$ cat src/rtl/instruction_encoder.sv
// rtl/instruction_encoder.sv - packs RV32 R/I/S/B fields into words and streams them to instruction memory
// Optional immediate range checker: define ENC_RANGE_CHECK_EN to build it (otherwise imm_err is tied low).
module instruction_encoder #(
    parameter int N         = 32,
    parameter int ADDR_W    = 8,
    parameter int BASE_ADDR = 0
) (
    input  logic              clk,
    input  logic              rst_n,
    input  logic              start,
    input  logic              finish,
    input  logic              in_valid,
    output logic              in_ready,
    input  logic [6:0]        opcode,
    input  logic [4:0]        rd,
    input  logic [4:0]        rs1,
    input  logic [4:0]        rs2,
    input  logic [2:0]        funct3,
    input  logic [6:0]        funct7,
    input  logic [N-1:0]      imm,
    output logic              mem_we,
    input  logic              mem_ready,
    output logic [ADDR_W-1:0] mem_addr,
    output logic [N-1:0]      mem_wdata,
    output logic              done,
    output logic              imm_err,
    output logic [ADDR_W:0]   word_cnt
);

    typedef enum logic [1:0] {
        IDLE,
        LOAD,
        DONE
    } state_t;

    localparam logic [6:0]        OP_R      = 7'b0110011;
    localparam logic [6:0]        OP_S      = 7'b0100011;
    localparam logic [6:0]        OP_B      = 7'b1100011;
    localparam logic [ADDR_W-1:0] BASE      = ADDR_W'(BASE_ADDR);
    localparam logic [ADDR_W-1:0] LAST_ADDR = '1;

    state_t            state;
    state_t            state_nxt;
    logic [ADDR_W-1:0] next_addr;
    logic              addr_full;
    logic              finish_pend;
    logic              drained;
    logic              wr_acc;
    logic              last_wr;
    logic              hs;
    logic [N-1:0]      enc_word;

    assign wr_acc  = mem_we && mem_ready;
    assign drained = !mem_we || mem_ready;
    assign last_wr = wr_acc && (mem_addr == LAST_ADDR);

    // A finish seen while a write is stalled is remembered until the write drains;
    // once the top address has been loaded nothing more can be accepted.
    assign in_ready = (state == LOAD) && drained && !finish && !finish_pend && !addr_full;
    assign hs       = in_valid && in_ready && !start;
    assign done     = (state == DONE);

    always_comb begin
        enc_word = '0;
        case (opcode)
            OP_R:    enc_word = {funct7, rs2, rs1, funct3, rd, opcode};
            OP_S:    enc_word = {imm[11:5], rs2, rs1, funct3, imm[4:0], opcode};
            OP_B:    enc_word = {imm[12], imm[10:5], rs2, rs1, funct3, imm[4:1], imm[11], opcode};
            default: enc_word = {imm[11:0], rs1, funct3, rd, opcode};
        endcase
    end

`ifdef ENC_RANGE_CHECK_EN
    logic fits12;
    logic fits13;
    logic range_bad;
    logic imm_err_q;

    // Sign-extension check: every bit above the field's sign bit must match it.
    assign fits12 = (&imm[N-1:11]) || (~|imm[N-1:11]);
    assign fits13 = (&imm[N-1:12]) || (~|imm[N-1:12]);

    always_comb begin
        range_bad = 1'b0;
        case (opcode)
            OP_R:    range_bad = 1'b0;
            OP_B:    range_bad = !fits13 || imm[0];
            default: range_bad = !fits12;
        endcase
    end

    always_ff @(posedge clk) begin
        if (!rst_n) begin
            imm_err_q <= 1'b0;
        end else if (start) begin
            imm_err_q <= 1'b0;
        end else if (hs && range_bad) begin
            imm_err_q <= 1'b1;
        end
    end

    assign imm_err = imm_err_q;
`else
    logic unused_imm_bits;
    assign unused_imm_bits = ^{imm[N-1:13], imm[0]};
    assign imm_err         = 1'b0;
`endif

    always_ff @(posedge clk) begin
        if (!rst_n) begin
            state <= IDLE;
        end else begin
            state <= state_nxt;
        end
    end

    always_comb begin
        state_nxt = state;
        case (state)
            IDLE: begin
                if (start) state_nxt = LOAD;
            end
            LOAD: begin
                if (start) begin
                    state_nxt = LOAD;
                end else if (((finish || finish_pend) && drained) || last_wr) begin
                    state_nxt = DONE;
                end
            end
            DONE: begin
                if (start) state_nxt = LOAD;
            end
            default: state_nxt = IDLE;
        endcase
    end

    always_ff @(posedge clk) begin
        if (!rst_n) begin
            next_addr   <= BASE;
            addr_full   <= 1'b0;
            finish_pend <= 1'b0;
            mem_we      <= 1'b0;
            mem_addr    <= '0;
            mem_wdata   <= '0;
            word_cnt    <= '0;
        end else if (start) begin
            // Restart drops whatever is pending and rewinds the address.
            next_addr   <= BASE;
            addr_full   <= 1'b0;
            finish_pend <= 1'b0;
            mem_we      <= 1'b0;
            word_cnt    <= '0;
        end else begin
            finish_pend <= (state == LOAD) && (finish || finish_pend) && !drained;
            if (wr_acc) begin
                word_cnt <= word_cnt + (ADDR_W + 1)'(1);
            end
            if (hs) begin
                mem_we    <= 1'b1;
                mem_addr  <= next_addr;
                mem_wdata <= enc_word;
                next_addr <= next_addr + ADDR_W'(1);
                if (next_addr == LAST_ADDR) begin
                    addr_full <= 1'b1;
                end
            end else if (wr_acc) begin
                mem_we <= 1'b0;
            end
        end
    end

endmodule

$ cat config.mk
export PLATFORM = sky130hd
export DESIGN_NAME = instruction_encoder
export DESIGN_NICKNAME = d
export VERILOG_FILES = /design/src/rtl/instruction_encoder.sv
export SDC_FILE = /design/constraint.sdc
export NUM_CORES = 1
export LEC_CHECK = 0
export ABC_AREA = 1
export CAP_MARGIN = 20
export CORE_UTILIZATION = 43
export CTS_CLUSTER_SIZE = 14
export DETAILED_ROUTE_END_ITERATION = 7
export GPL_TIMING_DRIVEN = 0
export PLACE_DENSITY_LB_ADDON = 0.15
export SYNTH_ARGS = -nofsm -noshare
export SYNTH_HDL_FRONTEND = slang
export SYNTH_SLANG_ARGS = --single-unit
$ cat constraint.sdc
create_clock -name clk -period 1.45 [get_ports clk]
set_input_delay 0.3625 -clock clk [delete_from_list [all_inputs] [get_ports clk]]
set_output_delay 0.3625 -clock clk [all_outputs]
set_load 0.01 [all_outputs]
==> Word-level counts from Yosys, hierarchy flattened <==
Index checks and enable logic that the tools add are counted.
{ "op_classes": {"addsub": 2, "n_mul": 0, "n_div": 0, "magnitude_cmp": 0, "n_eq_ne": 9, "shift": 0, "muxes": 7, "n_bitwise": 2, "n_reduce_logical": 27} }
{ "op_table": {"columns": ["operator", "n"], "rows": [
  ["32-bit one-hot mux with 3 select lines", 1],
  ["8-bit equality test, second input constant", 2],
  ["7-bit by 6-bit equality test with 1-bit output, second input constant", 2],
  ["1-bit logical AND", 11],
  ["9-bit by 1-bit adder with 9-bit output, second input constant", 1],
  ["8-bit by 1-bit adder with 8-bit output, second input constant", 1],
  ["7-bit equality test, second input constant", 1],
  ["1-bit zero test", 6],
  ["2-bit 2-to-1 mux", 3],
  ["2-bit AND reduction", 3],
  ["2-bit one-hot mux with 2 select lines", 1],
  ["2-bit OR reduction", 2],
  ["1-bit logical OR", 3],
  ["3-bit inequality test, second input constant", 1],
  ["2-bit by 1-bit equality test with 1-bit output, second input constant", 1],
  ["2-bit equality test, second input constant", 1],
  ["2-bit zero test", 1],
  ["1-bit 2-to-1 mux", 2],
  ["2-bit by 1-bit inequality test with 1-bit output, second input constant", 1],
  ["1-bit inverter", 2],
  ["2-bit nonzero test", 1]
]} }
{ "word_totals": {"ff_bits": 62, "latch_bits": 0, "mem_bits_rw": 0, "mem_bits_ro": 0, "input_bits": 70, "out_inout_bits": 53, "word_cells": 55, "memories": 0} }

==> Logic depth before layout (Yosys ltp) <==
{ "depth": {"ltp_word": 9, "depth_mapped": 9, "ltp_nobuf": 9} }

==> Least setup slack after synthesis <==
Ideal clock, no wire load.
{ "synth_path": {"path_type": "input to register", "start": "input finish", "end": "register mem_wdata[7]", "setup_ns": 0.114, "t_arrival_ns": 1.225, "path_slack_ns": 0.111, "stages": 7, "n_path_buf": 1, "path_cell_list": "nor2_1 > nand2_1 > nor2_4 > nand3_4 > buf_2 > a21oi_1 > nor2_1"} }
{ "synth_via": {"elab_chain_len": 7} }
{ "synth_lines": {"columns": ["element", "line_no", "source"], "rows": [
  ["start: declaration", "11", "input logic finish,"],
  ["1-bit zero test", "59", "assign in_ready = (state == LOAD) && drained && !finish && !finish_pend && !addr_full;"],
  ["1-bit logical AND (3 in a row)", "59", null],
  ["named net in_ready", "13", "output logic in_ready,"],
  ["1-bit logical AND (2 in a row)", "60", "assign hs = in_valid && in_ready && !start;"],
  ["2-bit AND reduction (no line)", null, null],
  ["end signal: assignment", "161", "mem_wdata <= enc_word;"],
  ["end: declaration", "24", "output logic [N-1:0] mem_wdata,"]
]} }
The timed path passes the listed nets, and every way through them passes these cells.
A chain may end at the register's enable or synchronous reset.

==> Worst setup path in the final report <==
{ "layout_path": {"start": "register state[0]", "end": "output in_ready"} }
{ "layout_via": {"elab_chain_len": 5} }
{ "layout_lines": {"columns": ["element", "line_no", "source"], "rows": [
  ["start: declaration", "42", "state_t state;"],
  ["start signal: assignment", "113", "state <= state_nxt;"],
  ["2-bit by 1-bit equality test with 1-bit output", "59", null],
  ["1-bit logical AND (4 in a row)", "59", null],
  ["end: declaration", "13", null]
]} }
No other way between the ends.

==> results.txt <==
----------------------------------------------------
[Cells and area]
  Share of final-layout standard cells stronger than drive strength 1 ... 20.13%
  FILL cells ... about 580
  Area grow syn2layout ... 58.75%
  Antenna Diode Count ... 0
  Sequential cell area in the final layout ... 1252 sq um
  Count of nets after finishing ... about 670
  Footprint of the multi-input gates ... roughly 1600 sq um

[Die]
  Number of top-level pins ... 123
  # rows ... 30
  Die Outline Area ... approximately 7300 sq um
  Die Y ... between 80 and 90 um
  Die X-Extent ... 85.57 um
  Effective utilization at floorplan ... roughly 44%
  Core Region ... 6756 sq um

[STA]
  Maximum clock frequency ... about 670 MHz
  Slew @ Worst Pin ... 515.8 ps
  Final period utilization ... 102.3%
  Unrepaired setup endpoints after global routing ... yes
  Largest clock skew in the final design ... roughly 7.6 ps
  Worst setup margin ... -33.99 ps
  Final hold violations ... 0
  Final slew viol count ... 0
  Worst hold margin ... ~320 ps
  Endpoints failing setup ... 1
  Shortest clock period the worst path allows after layout ... 1484 ps
  Max_slew headroom ... 65.62%

[GRT]
  First-pass GRT wire length ... roughly 13000 um
  All-layer global routing usage ... about a quarter
  GRT overflow ... 0
  Maximum number of pins on one net before global-route repair ... 12
  Vias in the first global route ... between 3000 and 4000
  Number of antenna violations at the first check in global routing ... 0

[Critical path]
  Worst r2r path cells ... 9
  Critical path required time ... roughly 1100 ps
  Largest fanout on the critical path ... 3
  Cell-by-cell listing of the critical path ... inv_4 > nor2_4 > nand2_2 > nor2_4 > buf_6
  Critical path startpoint category ... register
  Worst setup slack for register-to-register paths ... about 10 ps
  Max stage delay cell, worst path ... sky130_fd_sc_hd__dfxtp_4
  Maximum cell stage delay along the critical path ... ~370 ps
  Setup CP Type ... register to output pin
  Cell occurring most often along the worst timing path ... sky130_fd_sc_hd__nor2_4
  Kind of end point of the critical path ... output pin
  Arrival @ worst endpoint ... about 1100 ps

[Power and ir drop]
  Peak ir drop on the vdd network ... between 500 and 600 uV
  Leakage power summed over all cells ... around 0.0023 uW
  Power per cell area ... roughly 830 nW/um^2

[Synthesis]
  Number of enable-type register cells in the synthesized netlist ... 0
  Sequential element share of the synthesized area ... 41.33%
  Synth Net Count ... 536
  Total of flip-flops plus latches after synthesis ... 62
  Most instantiated flip-flop cell in the synthesis netlist ... sky130_fd_sc_hd__dfxtp_1
  Avg Cell Area, Syn ... 6.472 sq um
  Synth warnings ... 0
  Cells after Synth ... about 460
  Ys async rst share ... 0%
  Post-synthesis cell type count ... 30
  Synthesized area ... 3003 sq um

[Detailed routing]
  Residual antenna-violating net count after detailed routing ... 0
  Routed vias/inst ... ~4.8
  DRC violation count after routing ... 0
  Iteration-0 DRC Markers ... 172
  Routed wirelength normalized by instance count ... approximately 13 um
  Final Routed Wirelength ... 8731 um
  1st-pass router iterations ... 4
  Total vias in the final route ... 3302

[Clock network]
  Depth of the CTS H-tree ... 3
  Root buffer cell ... sky130_fd_sc_hd__clkbuf_8
  Clock tree from TritonCTS ... yes
  Clock slew at reported path FFs ... 60 ps
  Clock tree buffer depth ... 2
  Clock buffer count from CTS ... 9
  Worst-skew pair later-pin latency ... around 340 ps
  Number of sinks on the clock net ... 62
  Cts-stage hold buffer count ... 0

[Placement]
  Worst-case setup slack after placement ... -750.6 ps
  Number of I/O port buffers ... ~100
  Weighted congestion reported at the end of routability-driven placement ... roughly 0.90
  Dpl hpwl ... roughly 5700 um

[Run]
  Max-cap viol count ... 0

[Hold path]
  Tightest Hold Check Type ... input pin to register
  Worst hold path stage count ... 3

[Status]
  Status ... complete, but fails checks
  Violations in the final reports ... setup timing

----------------------------------------------------
## cells in the mapped netlist, types with 2 or more instances
cell | number | area (sq um)
sky130_fd_sc_hd__nand2_1 | 168 | 630.6
sky130_fd_sc_hd__dfxtp_1 | 62 | 1241
sky130_fd_sc_hd__inv_1 | 60 | 225.2
sky130_fd_sc_hd__nor2_1 | 54 | 202.7
sky130_fd_sc_hd__a21oi_1 | 42 | 210.2
sky130_fd_sc_hd__nand3_1 | 14 | 70.07
sky130_fd_sc_hd__nand4_1 | 10 | 62.56
sky130_fd_sc_hd__o21ai_0 | 8 | 40.04
sky130_fd_sc_hd__buf_2 | 6 | 30.03
sky130_fd_sc_hd__buf_4 | 5 | 37.54
sky130_fd_sc_hd__clkbuf_1 | 4 | 15.01
sky130_fd_sc_hd__nand3b_1 | 4 | 30.03
sky130_fd_sc_hd__inv_2 | 3 | 11.26
sky130_fd_sc_hd__xor2_1 | 3 | 26.28
sky130_fd_sc_hd__buf_6 | 2 | 22.52
sky130_fd_sc_hd__ha_1 | 2 | 25.02
sky130_fd_sc_hd__nand2_2 | 2 | 12.51
sky130_fd_sc_hd__nor2_2 | 2 | 12.51
sky130_fd_sc_hd__nor3_1 | 2 | 10.01
## worst paths after layout
kind / startpoint / endpoint
worst max-delay path: state[0] / in_ready
worst min-delay path: rst_n / mem_wdata[10]
worst max register to register: state[0] / next_addr[6]
worst min register to register: mem_wdata[19] / mem_wdata[19]
## through the flow
stage | setup TNS (ps) | cells | power (uW) | cell area [sq um] | utilization (%)
floorplan | 0 | 464 | 1924 | 3003 | -
global placement | -26420 | 645 | 2135 | 4114 | 60.89
detailed placement | -27180 | 645 | 2140 | 4114 | 60.89
CTS | -55.36 | 674 | 3960 | 4482 | 66.33
global route | -1590 | 681 | 4109 | 4767 | 70.56
finish | -33.99 | 681 | 3979 | 4767 | 70.56
## critical path: cells and delay by family (launching register included)
| family | cells | cell delay [ps] |
|---|---|---|
| flip-flops | 1 | 370 |
| AND/OR/NAND/NOR | 3 | 260 |
| buffers and inverters | 2 | 150 |
## cell families after synthesis
logic type | count (synthesis) | share of synthesized area [%]
compound gates | 54 | 9.292
fa+ha+maj | 2 | 0.8332
xor+xnor | 3 | 0.8752
buf+inv | 81 | 11.50
other cells | 1 | 0.1249
flops | 62 | 41.33
simple gates | 261 | 36.04
## registers in the layout, indices dropped and copies added (netlist names)
signal       flops
finish_pend      1
mem_addr         8
next_addr        8
word_cnt         9
state            2
mem_wdata       32
mem_we           1
addr_full        1
## cells in the final DEF, fill, tap and decap left out, types with 3 or more instances in the layout
cell type,count
sky130_fd_sc_hd__nand2_1,138
sky130_fd_sc_hd__inv_1,55
sky130_fd_sc_hd__dfxtp_1,55
sky130_fd_sc_hd__dlygate4sd2_1,54
sky130_fd_sc_hd__nor2_1,46
sky130_fd_sc_hd__clkdlybuf4s50_1,40
sky130_fd_sc_hd__a21oi_1,34
sky130_fd_sc_hd__nand2_2,23
sky130_fd_sc_hd__buf_6,16
sky130_fd_sc_hd__nand3_1,12
sky130_fd_sc_hd__buf_4,12
sky130_fd_sc_hd__nand4_1,10
sky130_fd_sc_hd__nand2_4,9
sky130_fd_sc_hd__clkbuf_8,9
sky130_fd_sc_hd__a21oi_2,8
sky130_fd_sc_hd__o21ai_0,8
sky130_fd_sc_hd__nor2_2,7
sky130_fd_sc_hd__inv_2,6
sky130_fd_sc_hd__dfxtp_2,6
sky130_fd_sc_hd__clkbuf_1,5
sky130_fd_sc_hd__dlymetal6s2s_1,5
sky130_fd_sc_hd__nor2_4,4
sky130_fd_sc_hd__nand3b_1,4
sky130_fd_sc_hd__buf_2,3
sky130_fd_sc_hd__xor2_1,3
sky130_fd_sc_hd__bufinv_16,3
## repair_timing
item / in CTS / in global routing
setup buffers: 6 / 5
pin swaps: 6 / 26
gates cloned: 7 / 2
gates resized for setup: 96 / 76
setup endpoints to repair: 106 / 53
## final cells by class
type,instances,area share (%)
Multi-Input combinational cell,322,34.33
Sequential cell,62,26.27
Timing Repair Buffer,120,24.07
Inverter,63,5.066
Buffer,18,3.202
Clock buffer,10,2.677
Clock inverter,6,2.283
Tap cell,80,2.100
## per-layer routing
metal / routed length [um] / vias up / share of wire (%) / global-route usage (%)
li1: - / 1689 / - / -
met1: 3697 / 1495 / 42 / 28.42
met2: 4337 / 104 / 50 / 40.87
met3: 560 / 14 / 6.4 / 4.812
met4: 135 / 0 / 1.5 / 9.545
met5: 0 / - / 0 / 0
## power by group
group / leakage (uW) / total [uW] / switching, uW / internal, uW
Clock: 0.000121 / 1820 / 677 / 1140
Combinational: 0.00164 / 425 / 203 / 222
Sequential: 0.000504 / 1740 / 13.3 / 1720
Note: power is estimated with default switching activity, not from simulation.
